### src/rtl/lv_pwm_intb_decode_pkg.sv
// Shared constants and types for the LV-side PWM/INTB decoder.
//   PWM_INTB_EXT_CYC_NUM : nominal INTB segment length (clk cycles), shared with the HV encoder
//   WDG_CNT_W            : width of one watchdog threshold entry
//   WDG_INTB_TH          : watchdog thresholds selected by i_wdgintb_config
//   lv_dec_state_e       : decode FSM state encodings
package lv_pwm_intb_decode_pkg;

  localparam int unsigned PWM_INTB_EXT_CYC_NUM = 16;
  localparam int unsigned WDG_CNT_W            = 9;

  localparam logic [WDG_CNT_W-1:0] WDG_INTB_TH [4] = '{
    9'd50, 9'd100, 9'd200, 9'd400
  };

  typedef enum logic [2:0] {
    ST_IDLE = 3'd0,
    ST_SEG0 = 3'd1,
    ST_SEG1 = 3'd2,
    ST_SEG2 = 3'd3,
    ST_TAIL = 3'd4
  } lv_dec_state_e;

endpackage

### src/rtl/lv_pwm_intb_decode_signal_delay.sv
// Fixed-latency delay line for a single-bit signal (reset value 0).
//   i_clk, i_rst_n : clock, asynchronous active-low reset
//   sig_in         : signal to delay
//   sig_out        : sig_in delayed by DLY clock cycles (DLY >= 1)
module lv_pwm_intb_decode_signal_delay #(
  parameter int unsigned DLY = 4
) (
  input  logic i_clk,
  input  logic i_rst_n,
  input  logic sig_in,
  output logic sig_out
);

  logic [DLY-1:0] sr;

  // Shift register; the concatenation drops the oldest bit.
  always_ff @(posedge i_clk or negedge i_rst_n) begin
    if (!i_rst_n) sr <= '0;
    else          sr <= DLY'({sr, sig_in});
  end

  assign sig_out = sr[DLY-1];

endmodule

### src/rtl/lv_pwm_intb_decode.sv
// LV-side decoder for the INTB code inserted by the HV die on the returned PWM line.
// The received line is compared with the LV gwave delayed by the loop latency (exp_g);
// deviations are classified as glitch, INTB0 frame (one inverted segment), INTB1 frame
// (inverted, normal, inverted segments) or malformed frame.
// Optional watchdog: define LV_PWM_INTB_WDG_CHK_EN.
//   i_clk, i_rst_n     : clock, asynchronous active-low reset
//   i_pwm_intb_rcv     : received PWM/INTB line (already synchronised)
//   i_lv_pwm_gwave     : gwave LV is sending to HV
//   i_wdgintb_en       : watchdog enable
//   i_wdgintb_config   : watchdog threshold select
//   o_lv_intb_n        : decoded HV intb_n level
//   o_intb_upd         : 1-cycle strobe per decoded frame
//   o_frame_err        : 1-cycle strobe per malformed frame
//   o_wdg_timeout      : sticky watchdog timeout
module lv_pwm_intb_decode
  import lv_pwm_intb_decode_pkg::*;
#(
  parameter int unsigned EXT_CYC_NUM = PWM_INTB_EXT_CYC_NUM,
  parameter int unsigned TOL         = 2,
  parameter int unsigned LOOP_DLY    = 4
) (
  input  logic       i_clk,
  input  logic       i_rst_n,
  input  logic       i_pwm_intb_rcv,
  input  logic       i_lv_pwm_gwave,
  input  logic       i_wdgintb_en,
  input  logic [1:0] i_wdgintb_config,
  output logic       o_lv_intb_n,
  output logic       o_intb_upd,
  output logic       o_frame_err,
  output logic       o_wdg_timeout
);

  localparam int unsigned SEG_CNT_W = $clog2(EXT_CYC_NUM + TOL + 2);

  localparam logic [SEG_CNT_W-1:0] CNT_ONE  = SEG_CNT_W'(1);
  localparam logic [SEG_CNT_W-1:0] CNT_L    = SEG_CNT_W'(EXT_CYC_NUM - TOL);
  localparam logic [SEG_CNT_W-1:0] CNT_H    = SEG_CNT_W'(EXT_CYC_NUM + TOL);
  localparam logic [SEG_CNT_W-1:0] CNT_H1   = SEG_CNT_W'(EXT_CYC_NUM + TOL + 1);
  localparam logic [SEG_CNT_W-1:0] CNT_TAIL = SEG_CNT_W'(2 * TOL + 1);
  localparam logic [SEG_CNT_W-1:0] CNT_MAX  = '1;

  lv_dec_state_e        state, state_nxt;
  logic [SEG_CNT_W-1:0] cnt, cnt_nxt, cnt_inc_c;
  logic                 g_lock, g_lock_nxt;
  logic                 intb_n_nxt, upd_nxt, err_nxt;
  logic                 exp_g;
  logic                 rcv_inv_c;

  // Loop-latency compensation for the gwave reference.
  lv_pwm_intb_decode_signal_delay #(
    .DLY (LOOP_DLY)
  ) u_gwave_dly (
    .i_clk   (i_clk),
    .i_rst_n (i_rst_n),
    .sig_in  (i_lv_pwm_gwave),
    .sig_out (exp_g)
  );

  // Saturating segment counter increment.
  assign cnt_inc_c = (cnt == CNT_MAX) ? cnt : cnt + CNT_ONE;
  // Line currently opposite to the gwave level captured at frame start.
  assign rcv_inv_c = (i_pwm_intb_rcv != g_lock);

  // State and output registers.
  always_ff @(posedge i_clk or negedge i_rst_n) begin
    if (!i_rst_n) begin
      state       <= ST_IDLE;
      cnt         <= '0;
      g_lock      <= 1'b0;
      o_lv_intb_n <= 1'b1;
      o_intb_upd  <= 1'b0;
      o_frame_err <= 1'b0;
    end else begin
      state       <= state_nxt;
      cnt         <= cnt_nxt;
      g_lock      <= g_lock_nxt;
      o_lv_intb_n <= intb_n_nxt;
      o_intb_upd  <= upd_nxt;
      o_frame_err <= err_nxt;
    end
  end

  // Frame classification.
  always_comb begin
    state_nxt  = state;
    cnt_nxt    = cnt;
    g_lock_nxt = g_lock;
    intb_n_nxt = o_lv_intb_n;
    upd_nxt    = 1'b0;
    err_nxt    = 1'b0;
    case (state)
      ST_IDLE: begin
        if (i_pwm_intb_rcv != exp_g) begin
          state_nxt  = ST_SEG0;
          g_lock_nxt = exp_g;
          cnt_nxt    = CNT_ONE;
        end
      end
      ST_SEG0: begin
        if (rcv_inv_c) begin
          if (cnt >= CNT_H) begin
            err_nxt   = 1'b1;
            state_nxt = ST_IDLE;
          end else begin
            cnt_nxt = cnt_inc_c;
          end
        end else if (cnt < CNT_L) begin
          state_nxt = ST_IDLE;
        end else begin
          state_nxt = ST_SEG1;
          cnt_nxt   = CNT_ONE;
        end
      end
      ST_SEG1: begin
        // Resumed PWM ends an INTB0 frame early; otherwise wait for SEG2 or timeout.
        if (exp_g != g_lock) begin
          intb_n_nxt = 1'b0;
          upd_nxt    = 1'b1;
          state_nxt  = ST_IDLE;
        end else if (rcv_inv_c) begin
          if (cnt < CNT_L) begin
            err_nxt   = 1'b1;
            state_nxt = ST_IDLE;
          end else begin
            state_nxt = ST_SEG2;
            cnt_nxt   = CNT_ONE;
          end
        end else if (cnt >= CNT_H1) begin
          intb_n_nxt = 1'b0;
          upd_nxt    = 1'b1;
          state_nxt  = ST_IDLE;
        end else begin
          cnt_nxt = cnt_inc_c;
        end
      end
      ST_SEG2: begin
        if (cnt >= CNT_L) begin
          intb_n_nxt = 1'b1;
          upd_nxt    = 1'b1;
          state_nxt  = ST_TAIL;
          cnt_nxt    = '0;
        end else if (!rcv_inv_c) begin
          err_nxt   = 1'b1;
          state_nxt = ST_IDLE;
        end else begin
          cnt_nxt = cnt_inc_c;
        end
      end
      ST_TAIL: begin
        // Remainder of the last segment, bounded by the tolerance window.
        if (i_pwm_intb_rcv == exp_g) begin
          state_nxt = ST_IDLE;
        end else if (cnt_inc_c >= CNT_TAIL) begin
          err_nxt   = 1'b1;
          state_nxt = ST_IDLE;
        end else begin
          cnt_nxt = cnt_inc_c;
        end
      end
      default: begin
        state_nxt = ST_IDLE;
      end
    endcase
  end

`ifdef LV_PWM_INTB_WDG_CHK_EN
  localparam int unsigned WDG_W = WDG_CNT_W + 1;

  logic [WDG_W-1:0] wdg_cnt;
  logic [WDG_W-1:0] wdg_lim_c;

  assign wdg_lim_c = (WDG_W'(WDG_INTB_TH[i_wdgintb_config]) << 1) - WDG_W'(1);

  // Frame-absence watchdog; cleared by any decoded frame or by disabling.
  always_ff @(posedge i_clk or negedge i_rst_n) begin
    if (!i_rst_n) begin
      wdg_cnt       <= '0;
      o_wdg_timeout <= 1'b0;
    end else if (!i_wdgintb_en || o_intb_upd) begin
      wdg_cnt       <= '0;
      o_wdg_timeout <= 1'b0;
    end else begin
      if (wdg_cnt != '1) wdg_cnt <= wdg_cnt + WDG_W'(1);
      if (wdg_cnt >= wdg_lim_c) o_wdg_timeout <= 1'b1;
    end
  end
`else
  logic unused_wdg;
  assign unused_wdg    = ^{i_wdgintb_en, i_wdgintb_config};
  assign o_wdg_timeout = 1'b0;
`endif

endmodule

### config.mk
export PLATFORM = sky130hd
export DESIGN_NAME = lv_pwm_intb_decode
export DESIGN_NICKNAME = d
export VERILOG_FILES = /design/src/rtl/lv_pwm_intb_decode_pkg.sv /design/src/rtl/lv_pwm_intb_decode_signal_delay.sv /design/src/rtl/lv_pwm_intb_decode.sv
export SDC_FILE = /design/constraint.sdc
export NUM_CORES = 1
export LEC_CHECK = 0
export ABC_AREA = 1
export BUFFER_PORTS_ARGS = -buffer_cell sky130_fd_sc_hd__buf_2
export CAP_MARGIN = 20
export CORE_MARGIN = 4
export CORE_UTILIZATION = 50
export CTS_CLUSTER_DIAMETER = 100
export DETAILED_ROUTE_END_ITERATION = 10
export HOLD_SLACK_MARGIN = 0.05
export PLACE_DENSITY = 0.69
export SLEW_MARGIN = 40
export SYNTH_ARGS = -nofsm -noshare
export SYNTH_HDL_FRONTEND = slang
export SYNTH_SLANG_ARGS = --single-unit
### constraint.sdc
create_clock -name i_clk -period 2.56 [get_ports i_clk]
set_clock_uncertainty 0.05 [all_clocks]
set_input_delay 0.384 -clock i_clk [delete_from_list [all_inputs] [get_ports i_clk]]
set_output_delay 0.384 -clock i_clk [all_outputs]
set_load 0.02 [all_outputs]
# Word-level counts from Yosys, hierarchy flattened
# Cells that the tools add are included.
[word_totals]
register_bits = 16
input_bits = 7
output_inout_bits = 4
word_cells = 89
[classes]
addsub = 1
order_cmp = 5
n_eq_ne = 23
mux = 46
n_reduce_logical = 7
[ops]
columns = ["cell", "n"]
rows = [
  ["5-bit 2-to-1 mux", 12],
  ["3-bit 2-to-1 mux", 10],
  ["5-bit case mux with 5 select lines", 1],
  ["3-bit != test (second input constant)", 8],
  ["1-bit 2-to-1 mux", 17],
  ["3-bit case mux with 5 select lines", 1],
  ["5-bit >= comparator (second input constant)", 2],
  ["2-bit != test (second input constant)", 5],
  ["8-bit AND reduction", 1],
  ["3-bit by 2-bit equality test with 1-bit output (second input constant)", 2],
  ["5-bit by 1-bit adder with 5-bit output (second input constant)", 1],
  ["5-bit equality test (second input constant)", 1],
  ["5-bit by 3-bit >= comparator with 1-bit output (second input constant)", 1],
  ["5-bit by 4-bit >= comparator with 1-bit output (second input constant)", 1],
  ["5-bit by 4-bit less-than comparator with 1-bit output (second input constant)", 1],
  ["5-bit AND reduction", 1],
  ["5-bit nonzero test", 1],
  ["2-bit 2-to-1 mux", 2],
  ["4-bit != test (second input constant)", 1],
  ["1-bit case mux with 2 select lines", 2],
  ["1-bit case mux with 4 select lines", 1],
  ["4-bit AND reduction", 1],
  ["3-bit by 1-bit equality test with 1-bit output (second input constant)", 1],
  ["3-bit equality test (second input constant)", 1],
  ["5 further kinds", 7],
]

# Logic depth before layout (Yosys ltp)
[logic_depth]
ltp_word = 6
mapped_depth = 12
depth_no_buf = 12

# Cells and area by module
# A second synthesis with hierarchy kept.
[hier_totals]
cells_unflattened = 168
hier_area_um2 = 1117.3
[modules_own_cells]
columns = ["mod", "instances", "cells_each", "area_each_um2", "seq_area_each_um2"]
rows = [
  ["lv_pwm_intb_decode", 1, 164, 1017.2, 301.5],
  ["lv_pwm_intb_decode_signal_delay", 1, 4, 100.1, 100.1],
]

# Worst setup path before layout
# OpenSTA, ideal clock, no wires.
[synth_timing]
path_type = "reg2reg"
from = "reg cnt[1]"
to = "reg cnt[1]"
setup_ns = 0.117
arrival_ns = 1.419
required_time_ns = 2.393
setup_slack_ns = 0.974
stages_incl_launch_ff = 13
n_path_buf = 0
period_less_slack_ns = 1.586
path_cell_list = "dfrtp_1 -> ha_1 -> nand2_1 -> nor2_2 -> nand3_1 -> nand2_1 -> nand2_1 -> nand2_2 -> nand2_2 -> nand2_4 -> nand2_4 -> nand2_1 -> nand2_1"
[synth_via]
elab_chain_len = 6
elab_cells_between_ends = 24
cone_classes = "add/sub: 1; order compare: 5; eq/ne: 5; mux: 12; reduce/logical: 1"
[synth_rtl]
columns = ["element", "line", "source"]
rows = [
  ["start: declaration", "lv_pwm_intb_decode.sv:44", "logic [SEG_CNT_W-1:0] cnt, cnt_nxt, cnt_inc_c;"],
  ["start signal: assignment", "lv_pwm_intb_decode.sv:76", "cnt <= cnt_nxt;"],
  ["parallel branches: the longest is 6 deep, another holds 5-bit by 1-bit adder with 5-bit output", "-", ""],
]
# Parallel ways; which one is timed is not known. The select of a mux whose other input is x is not followed.
# A chain may end at the register's enable or synchronous reset.

# Final worst setup path
[layout_timing]
from = "reg cnt[1]"
to = "reg cnt[4]"
# The elaborated chain is that of the path after synthesis.

==> impl_metrics.py <==
metrics = {
    "placement": {
        "place_congestion": 0.872,
        "port_buffers": 6,
        "postPlaceCellArea_mm2": 0.00118,
        "dpl.hpwl_um": 1780,
    },
    "floorplan": {
        "start_util": 0.525,
        "fp-row-count": 17,
        "die_area_mm2": 0.00313,
        "die_h_um": 56.0,
        "io_pins": 11,
        "die_x_um": 56.0,
        "core_mm2": 0.00219,
    },
    "synth": {
        "synth_area_leaders": "dfrtp_1 (33%), nand2_1 (17%), nand3_1 (10%)",
        "synth_cell_types": 29,
        "synth_ff_type": "dfrtp_1",
        "synth_top_area_frac": 0.326,
        "synth_fp_nets": 173,
        "avgSynthCellArea_um2": 7.01,
        "yosysMostFrequentCell": "nand2_1",
        "ys_ff_latch": 16,
        "syn_area_mm2": 0.00115,
        "async_flop_share": 1.00,
        "ys_seq_area_frac": 0.349,
        "netlist_top_cells_count": "nand2_1 (53), nand3_1 (23), inv_1 (17)",
        "synthCells": 164,
        "synth_warnings": 0,
        "yosysTopAreaCell": "dfrtp_1",
        "synth_edf_count": 0,
    },
    "setup_path": {
        "r2r_setup_slack_ns": 0.65,
        "timing.rr.end": "cnt[4]",
        "critPathMaxFanout": 9,
        "critPathLaunch": "cnt[1]",
        "r2r_cells": 12,
        "startpoint_type": "register",
        "worstReg2RegStart": "cnt[1]",
        "cp-endpoint": "cnt[4]",
        "end_kind": "register",
        "criticalPathCategory": "reg2reg",
        "required_ns": 2.68,
        "worstPathArrival_ns": 2.03,
    },
    "sta": {
        "slew_viol_final": 0,
        "fmax_mhz": 524,
        "setup_tns_ns": 0,
        "post-route-min-period_ns": 1.91,
        "setup_viol": 0,
        "hold_viol": 0,
        "rsz0062_at_grt": "false",
        "min_period_over_period": 0.746,
    },
    "route": {
        "drc": 0,
        "dr_total_vias": 1031,
        "drt-initial-drc-count": 35,
        "wl_per_cell_um": 11.4,
        "wl_um": 2280,
        "antenna_left": 0,
        "vias_per_cell": 5.18,
        "dr.pass1.iters": 5,
    },
    "global_route": {
        "grt-ovfl-total": 0,
        "grt_pass1_vias": 955,
        "grt_max_degree": 17,
        "grt_util_all_layers": 0.157,
        "antenna_found_initial": 0,
        "grt_pass1_wl_um": 4040,
    },
    "power": {
        "power_frac_clock": 0.165,
        "ir_worst_vdd_mv": 0.534,
        "power.density_mw_per_mm2": 789,
        "p_leak_nw": 0.698,
        "p_sw_frac": 0.448,
        "internal-power_mw": 0.535,
        "p_sw_mw": 0.435,
        "p_comb_frac": 0.470,
        "p_seq_frac": 0.365,
    },
    "cells_and_area": {
        "regArea_um2": 402,
        "fillers": 201,
        "fin_nets": 181,
        "area_growth_pct": 6.96,
        "design_area_mm2": 0.00123,
        "drive_gt1_frac": 0.181,
        "multiInputGateArea_um2": 638,
        "diodes": 0,
    },
    "clock_tree": {
        "cts.sinks": 16,
        "clk_pin_slew_worst_paths_ns": 0.09,
        "insertion_delay_ns": 0.28,
        "clock-root-buffer": "clkbuf_4",
        "cts_buffers": 3,
        "post_cts_buffers": 0,
        "cts_hold_buf": 1,
        "cts_resized": 0,
        "clk_path_buf_depth": 2,
        "cts_tree": "built",
        "htreeDepth": 1,
    },
    "run_status": {
        "outcome": "finished clean",
    },
    "min_path": {
        "hold_class": "in2reg",
        "hp-start": "i_lv_pwm_gwave",
    },
    "run": {
        "cap_violations": 0,
    },
}
[routing by layer]
layer	vias to the layer above	routed length [µm]	global-route usage
li1	530	-	-
met1	467	1150	0.225
met2	32	1000	0.228
met3	2	107	0.0371
met4	0	17	0.0610
met5	-	0	0
[how the worst min path moves through the flow]
stage                     depth (start not counted)                end
final                                             1  u_gwave_dly.sr[0]
after global placement                            1  u_gwave_dly.sr[1]
after floorplan                                   0             cnt[0]
after CTS                                         1  u_gwave_dly.sr[0]
after detailed placement                          1  u_gwave_dly.sr[1]
after global routing                              1  u_gwave_dly.sr[0]
[per-stage QoR]
| step | std cells | power [mW] | util | hold slack, ns | setup slack (ns) |
|---|---|---|---|---|---|
| after floorplan | 164 | 0.734 | - | 0.0384 | 0.974 |
| final | 199 | 0.970 | 0.561 | 0.154 | 0.650 |
| after detailed placement | 194 | 0.807 | 0.540 | 0.257 | 0.689 |
| after global routing | 199 | 1.07 | 0.561 | 0.128 | 0.507 |
| after CTS | 199 | 0.973 | 0.561 | 0.145 | 0.660 |
| after global placement | 194 | 0.795 | 0.540 | 0.248 | 0.763 |
[critical path, stage by stage, from the launching register on]
cell     delay, ns
dfrtp_1       0.53
ha_1          0.29
nand2_1       0.12
nor2_2        0.13
nand3_1       0.09
nand2_1       0.11
nand2_1       0.07
nand2_2       0.07
nand2_2       0.07
nand2_4       0.10
nand2_4       0.07
nand2_1       0.06
nand2_1       0.05
[registers in the layout, summed over array words and instances (netlist names)]
signal / flops
state: 3
g_lock: 1
cnt: 5
o_lv_intb_n: 1
o_intb_upd: 1
u_gwave_dly.sr: 4
o_frame_err: 1
[power by group through the flow]
stage	sequential, mW	clock, mW	combinational (mW)
after floorplan	0.324	0	0.410
after global placement	0.354	0	0.441
after detailed placement	0.357	0	0.450
after CTS	0.352	0.167	0.454
after global routing	0.361	0.183	0.525
final	0.354	0.160	0.456
[final cells by class]
| cell class | instances | area share |
|---|---|---|
| clock buffers | 4 | 0.0295 |
| well taps | 28 | 0.0285 |
| inverters | 21 | 0.0641 |
| repair buffers | 7 | 0.0326 |
| multi-input cells | 123 | 0.519 |
| flip-flops and latches | 16 | 0.327 |
[kinds of logic (layout without fill, tap and decap cells)]
logic type,Yosys count,after routing,synth area share
AO/OA/AOI/OAI,11,11,0.0577
XOR/XNOR,1,1,0.00762
adder cells (fa/ha/maj),2,2,0.0218
buffers and inverters,25,32,0.0957
flip-flops,16,16,0.349
other,1,1,0.00326
AND/OR/NAND/NOR,108,108,0.465
[cell usage in the layout, fill, tap and decap left out, types with 2 or more instances in the layout]
cell type / synthesis / final
a21oi_1: 2 / 2
buf_2: 1 / 6
clkbuf_4: 0 / 3
dfrtp_1: 15 / 15
ha_1: 2 / 2
inv_1: 17 / 17
inv_2: 4 / 4
nand2_1: 53 / 53
nand2_2: 5 / 5
nand2_4: 2 / 2
nand3_1: 23 / 23
nor2_1: 14 / 14
nor2_2: 2 / 2
o21ai_0: 7 / 7
Note: power is estimated with default switching activity, not from simulation.
